## config.mk

```make
export PLATFORM = sky130hd
export DESIGN_NAME = flags_register
export DESIGN_NICKNAME = d
export VERILOG_FILES = /design/src/rtl/flags_register.sv
export SDC_FILE = /design/constraint.sdc
export NUM_CORES = 1
export LEC_CHECK = 0
export CAP_MARGIN = 30
export CORE_MARGIN = 2
export CORE_UTILIZATION = 28
export CTS_CLUSTER_DIAMETER = 200
export DETAILED_ROUTE_END_ITERATION = 7
export PLACE_DENSITY = 0.73
export REMOVE_ABC_BUFFERS = 1
export SLEW_MARGIN = 20
export SYNTH_ARGS = -nofsm -noshare
export SYNTH_HDL_FRONTEND = slang
export SYNTH_SLANG_ARGS = --single-unit
```

## constraint.sdc

```tcl
create_clock -name CLK -period 0.9 [get_ports CLK]
set_input_delay 0.09 -clock CLK [delete_from_list [all_inputs] [get_ports CLK]]
set_output_delay 0.09 -clock CLK [all_outputs]
set_load 0.03 [all_outputs]
```

## src/rtl/flags_register.sv

```systemverilog
// Processor status (P) register for the Core6502 datapath.
// Holds C/Z/I/D/V/N, drives the P image onto the internal bus and sets V on a falling SO pin.
module flags_register #(
    parameter logic RESET_I        = 1'b1,
    parameter int   SO_SYNC_STAGES = 2
) (
    input  logic       CLK,
    input  logic       RST,
    input  logic [7:0] DB_IN,
    input  logic       IR5,
    input  logic       ACR,
    input  logic       AVR,
    input  logic       n_SO,
    input  logic       B_IN,
    input  logic       P_DB,
    input  logic       IR5_I,
    input  logic       IR5_C,
    input  logic       IR5_D,
    input  logic       Z_V,
    input  logic       ACR_C,
    input  logic       AVR_V,
    input  logic       DBZ_Z,
    input  logic       DB_N,
    input  logic       DB_P,
    input  logic       DB_C,
    input  logic       DB_V,
    output logic [7:0] DB_OUT,
    output logic       DB_OE,
    output logic       C_OUT,
    output logic       Z_OUT,
    output logic       I_OUT,
    output logic       D_OUT,
    output logic       V_OUT,
    output logic       N_OUT
);

    logic c_flag, z_flag, i_flag, d_flag, v_flag, n_flag;

    logic [SO_SYNC_STAGES-1:0] so_sync;
    logic                      so_edge;
    logic [SO_SYNC_STAGES:0]   so_valid;
    logic                      so_fall;

    // so_valid tracks which SO flops hold a real pin sample rather than the reset value,
    // so a pin already held low across reset is not mistaken for a new falling edge.
    assign so_fall = so_valid[SO_SYNC_STAGES] & so_edge & ~so_sync[SO_SYNC_STAGES-1];

    always_ff @(posedge CLK) begin
        if (RST) begin
            so_sync  <= '1;
            so_edge  <= 1'b1;
            so_valid <= '0;
        end else begin
            so_sync  <= {so_sync[SO_SYNC_STAGES-2:0], n_SO};
            so_edge  <= so_sync[SO_SYNC_STAGES-1];
            so_valid <= {so_valid[SO_SYNC_STAGES-1:0], 1'b1};
        end
    end

    always_ff @(posedge CLK) begin
        if (RST) begin
            c_flag <= 1'b0;
            z_flag <= 1'b0;
            i_flag <= RESET_I;
            d_flag <= 1'b0;
            v_flag <= 1'b0;
            n_flag <= 1'b0;
        end else begin
            if (DB_C)
                c_flag <= DB_IN[0];
            else if (ACR_C)
                c_flag <= ACR;
            else if (IR5_C)
                c_flag <= IR5;

            if (DB_P)
                z_flag <= DB_IN[1];
            else if (DBZ_Z)
                z_flag <= (DB_IN == 8'h00);

            if (DB_P)
                i_flag <= DB_IN[2];
            else if (IR5_I)
                i_flag <= IR5;

            if (DB_P)
                d_flag <= DB_IN[3];
            else if (IR5_D)
                d_flag <= IR5;

            if (DB_N)
                n_flag <= DB_IN[7];

            // The SO pin outranks every bus/ALU source of V.
            if (so_fall)
                v_flag <= 1'b1;
            else if (DB_V)
                v_flag <= DB_IN[6];
            else if (AVR_V)
                v_flag <= AVR;
            else if (Z_V)
                v_flag <= 1'b0;
        end
    end

    assign DB_OE  = P_DB;
    assign DB_OUT = P_DB ? {n_flag, v_flag, 1'b1, B_IN, d_flag, i_flag, z_flag, c_flag} : 8'hFF;

    assign C_OUT = c_flag;
    assign Z_OUT = z_flag;
    assign I_OUT = i_flag;
    assign D_OUT = d_flag;
    assign V_OUT = v_flag;
    assign N_OUT = n_flag;

endmodule

```

---- Word level (Yosys, flattened, before mapping) ----
Index checks and enable logic that the tools add are counted.
W data, S select, Z words.
operators by class
  reductions and logical operators ........ 6
  multiplexer cells ....................... 15
  bitwise gates (word level) .............. 3
operators by type and width
  cell                count
  $mux W1             14
  $logic_not A8 Y1    1
  $mux W8             1
  $reduce_bool A2 Y1  3
  $reduce_bool A4 Y1  1
  $reduce_bool A3 Y1  1
  $and A1 B1 Y1       2
  $not A1 Y1          1
storage, ports and cells
  bits in registers ....................... 12
  input port bits ......................... 27
  word-level logic and storage cells ...... 34
  output and inout port bits .............. 15

---- Logic depth before layout (Yosys ltp) ----
  depth in word-level cells ............... 4
  gate-level depth with buffers ........... 4

---- Worst setup path after synthesis ----
No wires, ideal clock.
  path type ............................... reg2reg
  from .................................... register, netlist name C_OUT
  to ...................................... register c_flag (netlist: C_OUT)
  arrival ................................. 844 ps
  cell stages (with the launch flop) ...... 4
  data required time ...................... 772 ps
  clock period less this slack ............ 972 ps
  library setup time ...................... 128 ps
  setup slack ............................. -72 ps
  cell sequence ........................... dfxtp_1 nor2b_1 a211oi_1 o22ai_1
RTL lines
  item                  RTL line  text
  end signal, assigned  70        c_flag <= DB_IN[0];
  end, declared         37        logic c_flag, z_flag, i_flag, d_flag, v_flag, n_flag;

---- Worst setup path after layout ----
  from .................................... register i_flag (netlist: I_OUT)
  to ...................................... output port DB_OUT[2]
on the way
  longest elaborated chain between the ends .. 1
ends and longest elaborated chain
  item                    RTL line  text
  start, declared         37
  start signal, assigned  82        i_flag <= DB_IN[2];
  $mux W8                 107       assign DB_OUT = P_DB ? {n_flag, v_flag, 1'b1, B_IN, d_flag, i_flag, z_flag, c_flag} : 8'hFF;
  end, declared           27        output logic [7:0] DB_OUT,
No other way between the ends.

==> impl_metrics.json <==
{
  "cap_violations": 0,
  "run_status": "finished with violations",
  "cts_tree": "yes",
  "power_density_nw_per_um2": 1310,
  "mostFrequentLayoutCells": "sky130_fd_sc_hd__clkdlybuf4s50_1, sky130_fd_sc_hd__buf_4, sky130_fd_sc_hd__buf_6, sky130_fd_sc_hd__nand2b_4",
  "detailedPlacementHpwl_um": 1140,
  "min_to": "C_OUT$_SDFFE_PP0P_",
  "clockRootBuffer": "sky130_fd_sc_hd__clkbuf_4",
  "number_of_nets_in_the_layout": 133,
  "final_core_utilization": 0.634,
  "ir_drop_mv": 0.903,
  "grt_setup_unrepaired": "yes",
  "ios": 42,
  "layout.cells.most_common": "sky130_fd_sc_hd__clkdlybuf4s50_1",
  "fp.dieW_um": 47.4,
  "vias_per_cell": 4.37,
  "use_met2": 0.268,
  "syn_area_per_cell_um2": 9.26,
  "via_count": 568,
  "gr-usage-all-layers": 0.140,
  "final-hold-violation-count": 0,
  "grt_start_max_net_pins": 12,
  "crit_path_start_kind": "register",
  "clock_latency_of_the_later_clocked_register_in_the_worst_skew_pair_ns": 0.27,
  "placement.io_buffers": 40,
  "timing.hold.worst.class": "input pin to register",
  "row_count": 15,
  "critPathMostFrequentCell": "sky130_fd_sc_hd__buf_6",
  "die_area_um2": 2250,
  "grt_pass1_wl_um": 2210,
  "cp_cell_sequence": "buf_6, nand2b_4, buf_6",
  "post_synth_num_cell_types": 21,
  "regToRegStartpoint": "I_OUT$_SDFFE_PP1P_",
  "detail_route.drc_violations": 0,
  "failing_checks": "negative setup slack",
  "placement.cell_area_um2": 965,
  "ys.warnings.count": 0,
  "drt_pass1_iterations": 2,
  "final_instance_count_excl_fillers": 130,
  "finalHoldWorstSlack_ns": 0.136,
  "cts_htree_levels": 1,
  "synth_seq_cells": 12,
  "grt_busiest_layer": "met2",
  "grt_pass1_vias": 586,
  "ctsLongestPathBuffers": 2,
  "arrival_time_at_the_worst_endpoint_ns": 0.95,
  "critical_path.endpoint_type": "output port",
  "worst_flop_to_flop_path_endpoint": "I_OUT$_SDFFE_PP1P_",
  "cpLargestDelayFamily": "flip-flops",
  "final_max_slew_viol_count": 0,
  "final_cell_area_excluding_filler_cells_um2": 1110,
  "postCtsSetupBuffers": 0,
  "area.growth.synth_to_final_pct": 110,
  "core_region_area_um2": 1750,
  "routed_wire_per_std_cell_um": 11.1,
  "path_buf_inv": 2,
  "number_of_cell_instances_on_the_worst_register_to_register_path": 3,
  "final_number_of_setup_violating_endpoints": 8,
  "preCtsSetupSlack_ns": -0.310,
  "cts_made_buffers": 3,
  "number_of_instances_in_the_placed_design": 127,
  "drive_gt1_frac": 0.438,
  "syn-instance-count": 57,
  "cp_data_required_time_ns": 0.81,
  "setup.reg_to_reg.worst_slack_ns": 0.02,
  "layout_min_cycle_time_ns": 1.04,
  "final_min_period_over_clock_period": 1.16,
  "hold_path.startpoint": "DB_IN[0]",
  "clock-skew-final_ns": 0.000250,
  "path_clk_slew_ns": 0.07,
  "initial_utilization": 0.303,
  "detail_route.wirelength_um": 1440,
  "grt_antenna_before_repair": 0,
  "numClockSinks": 12,
  "grt.overflow.total": 0,
  "crit_slowest_cell": "sky130_fd_sc_hd__dfxtp_2",
  "drt_iter0_markers": 1,
  "timing.setup.critical_path_class": "register to output port",
  "delay_of_the_slowest_cell_on_the_worst_path_ns": 0.32,
  "met1_usage": 0.149,
  "path_max_fanout": 2,
  "diodes": 0,
  "area_of_the_mapped_netlist_um2": 528,
  "fin_worst_setup_slack_ns": -0.142,
  "synth_seq_area_share": 0.455,
  "fmaxAchievable_mhz": 959,
  "fp.dieH_um": 47.4,
  "min_path_cells": 3,
  "route.antenna.remaining_nets": 0,
  "static-leakage-power_nw": 0.523,
  "groute.layer.met3.usage": 0.0302,
  "gpl.final_weighted_congestion": 0.728
}
## worst max-delay path by stage
stage,from,end,slack (ns),depth (start not counted)
finish,I_OUT$_SDFFE_PP1P_,DB_OUT[2],-0.14,3
global route,I_OUT$_SDFFE_PP1P_,DB_OUT[2],-0.18,3
CTS,I_OUT$_SDFFE_PP1P_,DB_OUT[2],-0.15,3
detailed placement,IR5_I,I_OUT$_SDFFE_PP1P_,-0.31,4
global placement,IR5_I,I_OUT$_SDFFE_PP1P_,-0.27,4
floorplan,C_OUT$_SDFFE_PP0P_,C_OUT$_SDFFE_PP0P_,-0.07,3
## Yosys cell counts (all sizes together)
| cell | instances | area share |
|---|---|---|
| mux2i | 3 | 0.057 |
| nor2 | 4 | 0.028 |
| dfxtp | 12 | 0.45 |
| a31o | 1 | 0.017 |
| nor2b | 4 | 0.047 |
| nand2 | 2 | 0.014 |
| a31oi | 1 | 0.012 |
| inv | 4 | 0.028 |
| nand2b | 7 | 0.083 |
| nor4 | 2 | 0.047 |
| a21oi | 2 | 0.019 |
| nand3b | 1 | 0.014 |
| o22ai | 1 | 0.012 |
| mux2 | 1 | 0.021 |
| conb | 1 | 0.0071 |
| a211oi | 2 | 0.028 |
| or2 | 3 | 0.036 |
| buf | 3 | 0.038 |
| o21ai | 2 | 0.019 |
| a221oi | 1 | 0.017 |
## stage by stage
stage / power, mW / setup TNS [ns]
detailed placement: 0.991 / -2.37
CTS: 1.47 / -0.648
global placement: 0.985 / -2.18
floorplan: 0.743 / -0.225
global route: 1.52 / -0.706
finish: 1.45 / -0.464
## where the power goes
group          internal (mW)  leakage, nW  switching (mW)
clock                  0.246       0.0210           0.176
sequential             0.565        0.101          0.0166
combinational          0.254        0.401           0.196
## worst reg2reg max path: stages, from the launching register on
cell                      delay (ns)
sky130_fd_sc_hd__dfxtp_2        0.32
sky130_fd_sc_hd__mux2_2         0.25
sky130_fd_sc_hd__mux2i_1        0.14
sky130_fd_sc_hd__nand2_1        0.06
## flip-flops by register name, indices dropped and copies added (netlist names)
signal,cells
so_valid,3
D_OUT,1
I_OUT,1
V_OUT,1
C_OUT,1
N_OUT,1
so_sync,2
Z_OUT,1
so_edge,1
## repair_timing
item	4_1_cts	5_1_grt
pin swaps	1	6
hold buffers	0	0
resized for setup	23	8
endpoints found under the setup margin	11	13
hold endpoints to repair	0	0
## per-layer routing
layer,part of all wire,up-vias,wire (um)
li1,-,286,-
met1,0.40,255,570
met2,0.51,27,726
met3,0.097,0,140
met4,0,0,0
met5,0,-,0
## cells by family (layout without fill, tap and decap cells)
| family | count (synthesis) | count (layout) | share of synthesized area |
|---|---|---|---|
| simple gates | 23 | 23 | 0.270 |
| compound gates | 10 | 10 | 0.123 |
| buf+inv | 7 | 55 | 0.0663 |
| other cells | 1 | 1 | 0.00710 |
| flops | 12 | 12 | 0.455 |
| mux | 4 | 4 | 0.0782 |
## cell type report
type | count | area [um2]
well taps | 25 | 31.3
multi-input cells | 38 | 310
clock buffers | 4 | 36.3
inverters | 4 | 15.0
repair buffers | 47 | 467
flip-flops and latches | 12 | 248
fillers | 143 | 638
Power figures use the tool's default switching activity.
